## src/rtl/alu_pkg.sv

```systemverilog
// Shared types and constants for the ALU result stage: datapath width,
// flag bit positions, the buffered entry record and occupancy encodings.
package alu_pkg;

  localparam int ALU_WIDTH = 16;

  localparam int FLAG_N = 3;
  localparam int FLAG_Z = 2;
  localparam int FLAG_C = 1;
  localparam int FLAG_V = 0;

  typedef enum logic [1:0] {
    OCC_EMPTY = 2'd0,
    OCC_ONE   = 2'd1,
    OCC_FULL  = 2'd2
  } occ_e;

  typedef struct packed {
    logic                 op;
    logic [3:0]           flags;
    logic [ALU_WIDTH-1:0] result;
  } entry_t;

endpackage

```

## src/rtl/result_skid_buffer.sv

```systemverilog
// Two-entry FIFO of result entries. Head lives in slot 0; a pop shifts slot 1 down.
//   state     | meaning
//   OCC_EMPTY | no entries, o_valid=0
//   OCC_ONE   | head in slot 0
//   OCC_FULL  | head in slot 0, second in slot 1, o_ready=0
module result_skid_buffer
  import alu_pkg::*;
(
  input  logic       clk,
  input  logic       rst_n,
  input  logic       i_push,
  output logic       o_ready,
  input  entry_t     i_data,
  output logic       o_valid,
  input  logic       i_pop_ready,
  output entry_t     o_data,
  output logic [1:0] o_count
);

  occ_e   r_occ;
  occ_e   w_occ_next;
  entry_t r_slot0;
  entry_t r_slot1;
  logic   w_accept;
  logic   w_pop;

  assign w_accept = i_push & o_ready;
  assign w_pop    = o_valid & i_pop_ready;

  always_ff @(posedge clk or negedge rst_n) begin
    if (!rst_n) r_occ <= OCC_EMPTY;
    else        r_occ <= w_occ_next;
  end

  always_comb begin
    w_occ_next = r_occ;
    case (r_occ)
      OCC_EMPTY: if (w_accept) w_occ_next = OCC_ONE;
      OCC_ONE: begin
        if (w_accept && !w_pop)      w_occ_next = OCC_FULL;
        else if (!w_accept && w_pop) w_occ_next = OCC_EMPTY;
      end
      OCC_FULL:  if (w_pop) w_occ_next = OCC_ONE;
      default:   w_occ_next = OCC_EMPTY;
    endcase
  end

  always_comb begin
    o_ready = (r_occ != OCC_FULL);
    o_valid = (r_occ != OCC_EMPTY);
    o_count = r_occ;
    o_data  = r_slot0;
  end

  // When full, no push can be accepted, so a pop only ever shifts slot 1 down.
  always_ff @(posedge clk or negedge rst_n) begin
    if (!rst_n) begin
      r_slot0 <= '0;
      r_slot1 <= '0;
    end else if (w_pop) begin
      if (r_occ == OCC_FULL) r_slot0 <= r_slot1;
      else if (w_accept)     r_slot0 <= i_data;
    end else if (w_accept) begin
      if (r_occ == OCC_EMPTY) r_slot0 <= i_data;
      else                    r_slot1 <= i_data;
    end
  end

endmodule

```

## src/rtl/alu_result_stage.sv

```systemverilog
// Registered stage after the adder/subtractor: derives N/Z/C/V, buffers results
// in a 2-entry skid buffer, and keeps the accumulator and sticky overflow.
module alu_result_stage
  import alu_pkg::*;
#(
  parameter int WIDTH = ALU_WIDTH
) (
  input  logic             clk,
  input  logic             rst_n,
  input  logic             in_valid,
  output logic             in_ready,
  input  logic [WIDTH-1:0] Sum,
  input  logic             Carry,
  input  logic             Overflow,
  input  logic             sel,
  input  logic             acc_load,
  input  logic             sticky_clr,
  output logic             out_valid,
  input  logic             out_ready,
  output logic [WIDTH-1:0] Result,
  output logic [3:0]       Flags,
  output logic             Op,
  output logic [WIDTH-1:0] Acc,
  output logic             StickyV,
  output logic [1:0]       Occupancy
);

  logic             w_accept;
  logic [3:0]       w_flags;
  entry_t           w_entry_in;
  entry_t           w_entry_out;
  logic [WIDTH-1:0] r_acc;
  logic             r_sticky_v;

  assign w_accept = in_valid & in_ready;

  always_comb begin
    w_flags         = '0;
    w_flags[FLAG_N] = Sum[WIDTH-1];
    w_flags[FLAG_Z] = ~|Sum;
    w_flags[FLAG_C] = Carry;
    w_flags[FLAG_V] = Overflow;
  end

  always_comb begin
    w_entry_in        = '0;
    w_entry_in.op     = sel;
    w_entry_in.flags  = w_flags;
    w_entry_in.result = Sum;
  end

  result_skid_buffer u_skid (
    .clk         (clk),
    .rst_n       (rst_n),
    .i_push      (in_valid),
    .o_ready     (in_ready),
    .i_data      (w_entry_in),
    .o_valid     (out_valid),
    .i_pop_ready (out_ready),
    .o_data      (w_entry_out),
    .o_count     (Occupancy)
  );

  assign Result = w_entry_out.result;
  assign Flags  = w_entry_out.flags;
  assign Op     = w_entry_out.op;

  always_ff @(posedge clk or negedge rst_n) begin
    if (!rst_n)                   r_acc <= '0;
    else if (w_accept && acc_load) r_acc <= Sum;
  end

  // Set has priority over clear so a same-cycle overflow is never lost.
  always_ff @(posedge clk or negedge rst_n) begin
    if (!rst_n)                    r_sticky_v <= 1'b0;
    else if (w_accept && Overflow) r_sticky_v <= 1'b1;
    else if (sticky_clr)           r_sticky_v <= 1'b0;
  end

  assign Acc     = r_acc;
  assign StickyV = r_sticky_v;

endmodule

```

## config.mk

```make
export PLATFORM = sky130hd
export DESIGN_NAME = alu_result_stage
export DESIGN_NICKNAME = d
export VERILOG_FILES = /design/src/rtl/alu_pkg.sv /design/src/rtl/result_skid_buffer.sv /design/src/rtl/alu_result_stage.sv
export SDC_FILE = /design/constraint.sdc
export NUM_CORES = 1
export LEC_CHECK = 0
export ABC_AREA = 1
export BUFFER_PORTS_ARGS = -buffer_cell sky130_fd_sc_hd__buf_2
export CORE_MARGIN = 4
export CORE_UTILIZATION = 50
export DETAILED_ROUTE_END_ITERATION = 6
export PLACE_DENSITY = 0.72
export SLEW_MARGIN = 20
export SYNTH_ARGS = -nofsm -noshare
export SYNTH_HDL_FRONTEND = slang
export SYNTH_HIERARCHICAL = 1
export SYNTH_SLANG_ARGS = --single-unit
```

## constraint.sdc

```tcl
create_clock -name clk -period 2.2 [get_ports clk]
set_input_delay 0 -clock clk [delete_from_list [all_inputs] [get_ports clk]]
set_output_delay 0 -clock clk [all_outputs]
set_load 0.01 [all_outputs]
```

==> results.py <==
metrics = {
    "setup_path": {
        "path_max_fanout": 21,
        "critical_path_arrival_ns": 2.02,
        "worst_setup_path_start_kind": "flop",
        "reg2reg_depth": 8,
        "reg2reg_slack_ns": 0.42,
        "r2r_end": "u_skid/o_data[2]",
        "cpPeakStageDelay_ns": 0.53,
        "crit_path_top_delay_cell": "dfrtp_1",
        "crit_chain": "nor2_4 -> inv_1 -> nand2_1 -> ha_1 -> inv_1 -> nand3_2 -> nand2_1 -> nand2_1",
        "required_ns": 2.43,
        "end_kind": "flop",
        "critical_path_class": "reg2reg",
        "r2r-start": "u_skid/o_count[0]",
        "crit_top_cell": "nand2_1",
    },
    "cells_and_area": {
        "syn2layout_area_growth_pct": 23.7,
        "final_layout_size_suffix_gt1_frac": 0.249,
        "antenna_cells": 0,
        "finalNetCount": 480,
    },
    "clock_tree": {
        "ctsHoldBuffers": 22,
        "cts_buffer_depth": 2,
        "ctsHtreeMaxLevel": 3,
        "post_cts_resized": 0,
        "path_clk_slew_ns": 0.06,
        "post_cts_buffers": 0,
        "cts_num_sinks": 61,
        "tritoncts": "built",
        "cts_root_buffer": "clkbuf_8",
        "clk-insertion-delay-late_ns": 0.34,
        "numCtsBuffers": 9,
    },
    "detailed_routing": {
        "drtIter0Drc": 241,
        "vias": 2661,
        "vias_per_cell": 5.02,
        "drt_wl_total_mm": 7.29,
        "ant_nets": 0,
        "firstDrtPassIters": 5,
        "drcViolationCount": 0,
        "wl_per_cell_um": 13.8,
    },
    "sta": {
        "tightest_slew_ns": 0.710,
        "finalSetupTns_ns": 0,
        "rsz0062_at_grt": "no",
        "drv_slew": 0,
        "fin_worst_skew_ns": 0.00582,
        "fin_ws_ns": 0.417,
        "max_freq_mhz": 561,
        "hold_viol_final": 0,
        "fin_crit_ns": 1.78,
        "fin_crit_sh": 0.811,
        "finalSetupViolations": 0,
        "holdWs_ns": 0.218,
        "slew_headroom": 0.527,
    },
    "power_and_ir_drop": {
        "vdd_drop_max_uv": 501,
        "power-per-cell-area_nw_per_um2": 1160,
        "leakagePower_nw": 2.09,
    },
    "floorplan": {
        "fp-row-count": 27,
        "die_h_um": 85.2,
        "fp.coreArea_um2": 5640,
        "start_util": 0.529,
        "die-area_um2": 7270,
        "dieWidth_um": 85.2,
        "num_io_pins": 67,
    },
    "yosys": {
        "synth_area_per_cell_um2": 8.13,
        "yosys.cell_types.count": 20,
        "synth_top_area_frac": 0.512,
        "yosys_warnings": 6,
        "ys_ff_latch": 61,
        "seq_area_frac_synth": 0.512,
        "yosys.area.top_type": "dfrtp_1",
        "synth_nets": 394,
        "syn_inst": 367,
        "netlist_top_cells_area": "dfrtp_1 51%, nand2_1 23%, nand3_1 7.6%",
        "synth_area_um2": 2980,
    },
    "place": {
        "hpwl_mm": 4.88,
        "portBuffers": 66,
        "gp_congestion": 0.783,
        "dpl_worst_slack_ns": 0.405,
    },
    "grt": {
        "grt_max_degree": 33,
        "gr-usage-all-layers": 0.217,
        "grt_pass1_vias": 2572,
        "grt_pass1_wl_mm": 12.6,
        "overflow": 0,
        "antenna_found_initial": 0,
    },
    "status": {
        "status": "completed",
    },
    "hold_path": {
        "hold_start": "in_valid",
        "holdPathEnd": "u_skid/o_count[1]",
        "holdPathStages": 5,
        "hold_path.class": "in2reg",
    },
    "run": {
        "maxCapViolCount": 0,
    },
}
[routing by layer]
| metal | vias to the layer above | routed length [um] | global-route usage |
|---|---|---|---|
| met5 | - | 0 | 0 |
| met4 | 0 | 95 | 0.0748 |
| li1 | 1315 | - | - |
| met2 | 70 | 3520 | 0.346 |
| met3 | 9 | 353 | 0.0476 |
| met1 | 1267 | 3320 | 0.293 |
[layout make-up]
cell class	count	area [um^2]
multi-input combinational	262	1200
timing repair buffer	95	603
tap	72	90.1
clock inverter	4	22.5
sequential	61	1530
fill	499	1950
clock buffer	12	155
inverter	24	90.1
[power by group]
part | leakage [nW] | internal, mW | switching, mW
logic | 1.24 | 0.590 | 0.953
registers | 0.762 | 1.56 | 0.269
clock network | 0.0921 | 0.464 | 0.440
total | 2.09 | 2.62 | 1.66
[cells in the final DEF (no fill, tap or decap), drive strengths merged]
master / n
buf: 73
nand2: 183
clkinvlp: 1
nor2: 10
dlygate4sd3: 22
ha: 2
dfrtp: 61
nand3: 47
nand3b: 1
clkinv: 3
o21ai: 19
inv: 24
clkbuf: 12
[cell families (layout without fill, tap and decap cells)]
kind of cell,Yosys count,count (layout),share of synthesized area
flops,61,61,0.512
simple gates,241,241,0.343
compound gates,19,19,0.0520
buf+inv,44,135,0.0851
fa+ha+maj,2,2,0.00839
[critical path, delay by kind of cell (launching register included)]
kind / cells / cell delay, ns
adders and majority gates: 1 / 0.22
buffers and inverters: 2 / 0.17
and+or+nand+nor: 5 / 0.74
DFF: 1 / 0.53
[state kept, by name, summed over array words and instances, names as in the netlist]
register and count:
u_skid/o_count 2, u_skid/o_data 21, StickyV 1, u_skid/r_slot1 21, Acc 16
[cells in the mapped netlist, drive strengths merged]
master / number
nand2: 183
dfrtp: 61
nand3: 47
inv: 24
buf: 19
o21ai: 19
nor2: 10
ha: 2
clkbuf: 1
nand3b: 1
[per-stage QoR]
stage,cell area [um^2],total power [mW],util,cells
floorplan,2980,2.87,-,367
finish,3690,4.28,0.654,530
global placement,3290,3.32,0.584,492
global route,3690,4.62,0.654,530
detailed placement,3290,3.37,0.584,492
CTS,3690,4.32,0.654,530
[how the worst max path moves through the flow]
stage / start / end / slack, ns / cells past startpoint
2_1_floorplan: u_skid/o_count[1] / u_skid/o_data[0] / 0.46 / 12
3_3_place_gp: u_skid/o_count[0] / u_skid/o_data[6] / 0.50 / 8
3_5_place_dp: u_skid/o_count[0] / u_skid/o_data[5] / 0.41 / 8
4_1_cts: u_skid/o_count[0] / u_skid/o_data[2] / 0.41 / 8
5_1_grt: u_skid/o_count[0] / u_skid/o_data[19] / 0.23 / 8
6_report: u_skid/o_count[0] / u_skid/o_data[2] / 0.42 / 8
(Power assumes the default switching activity.)
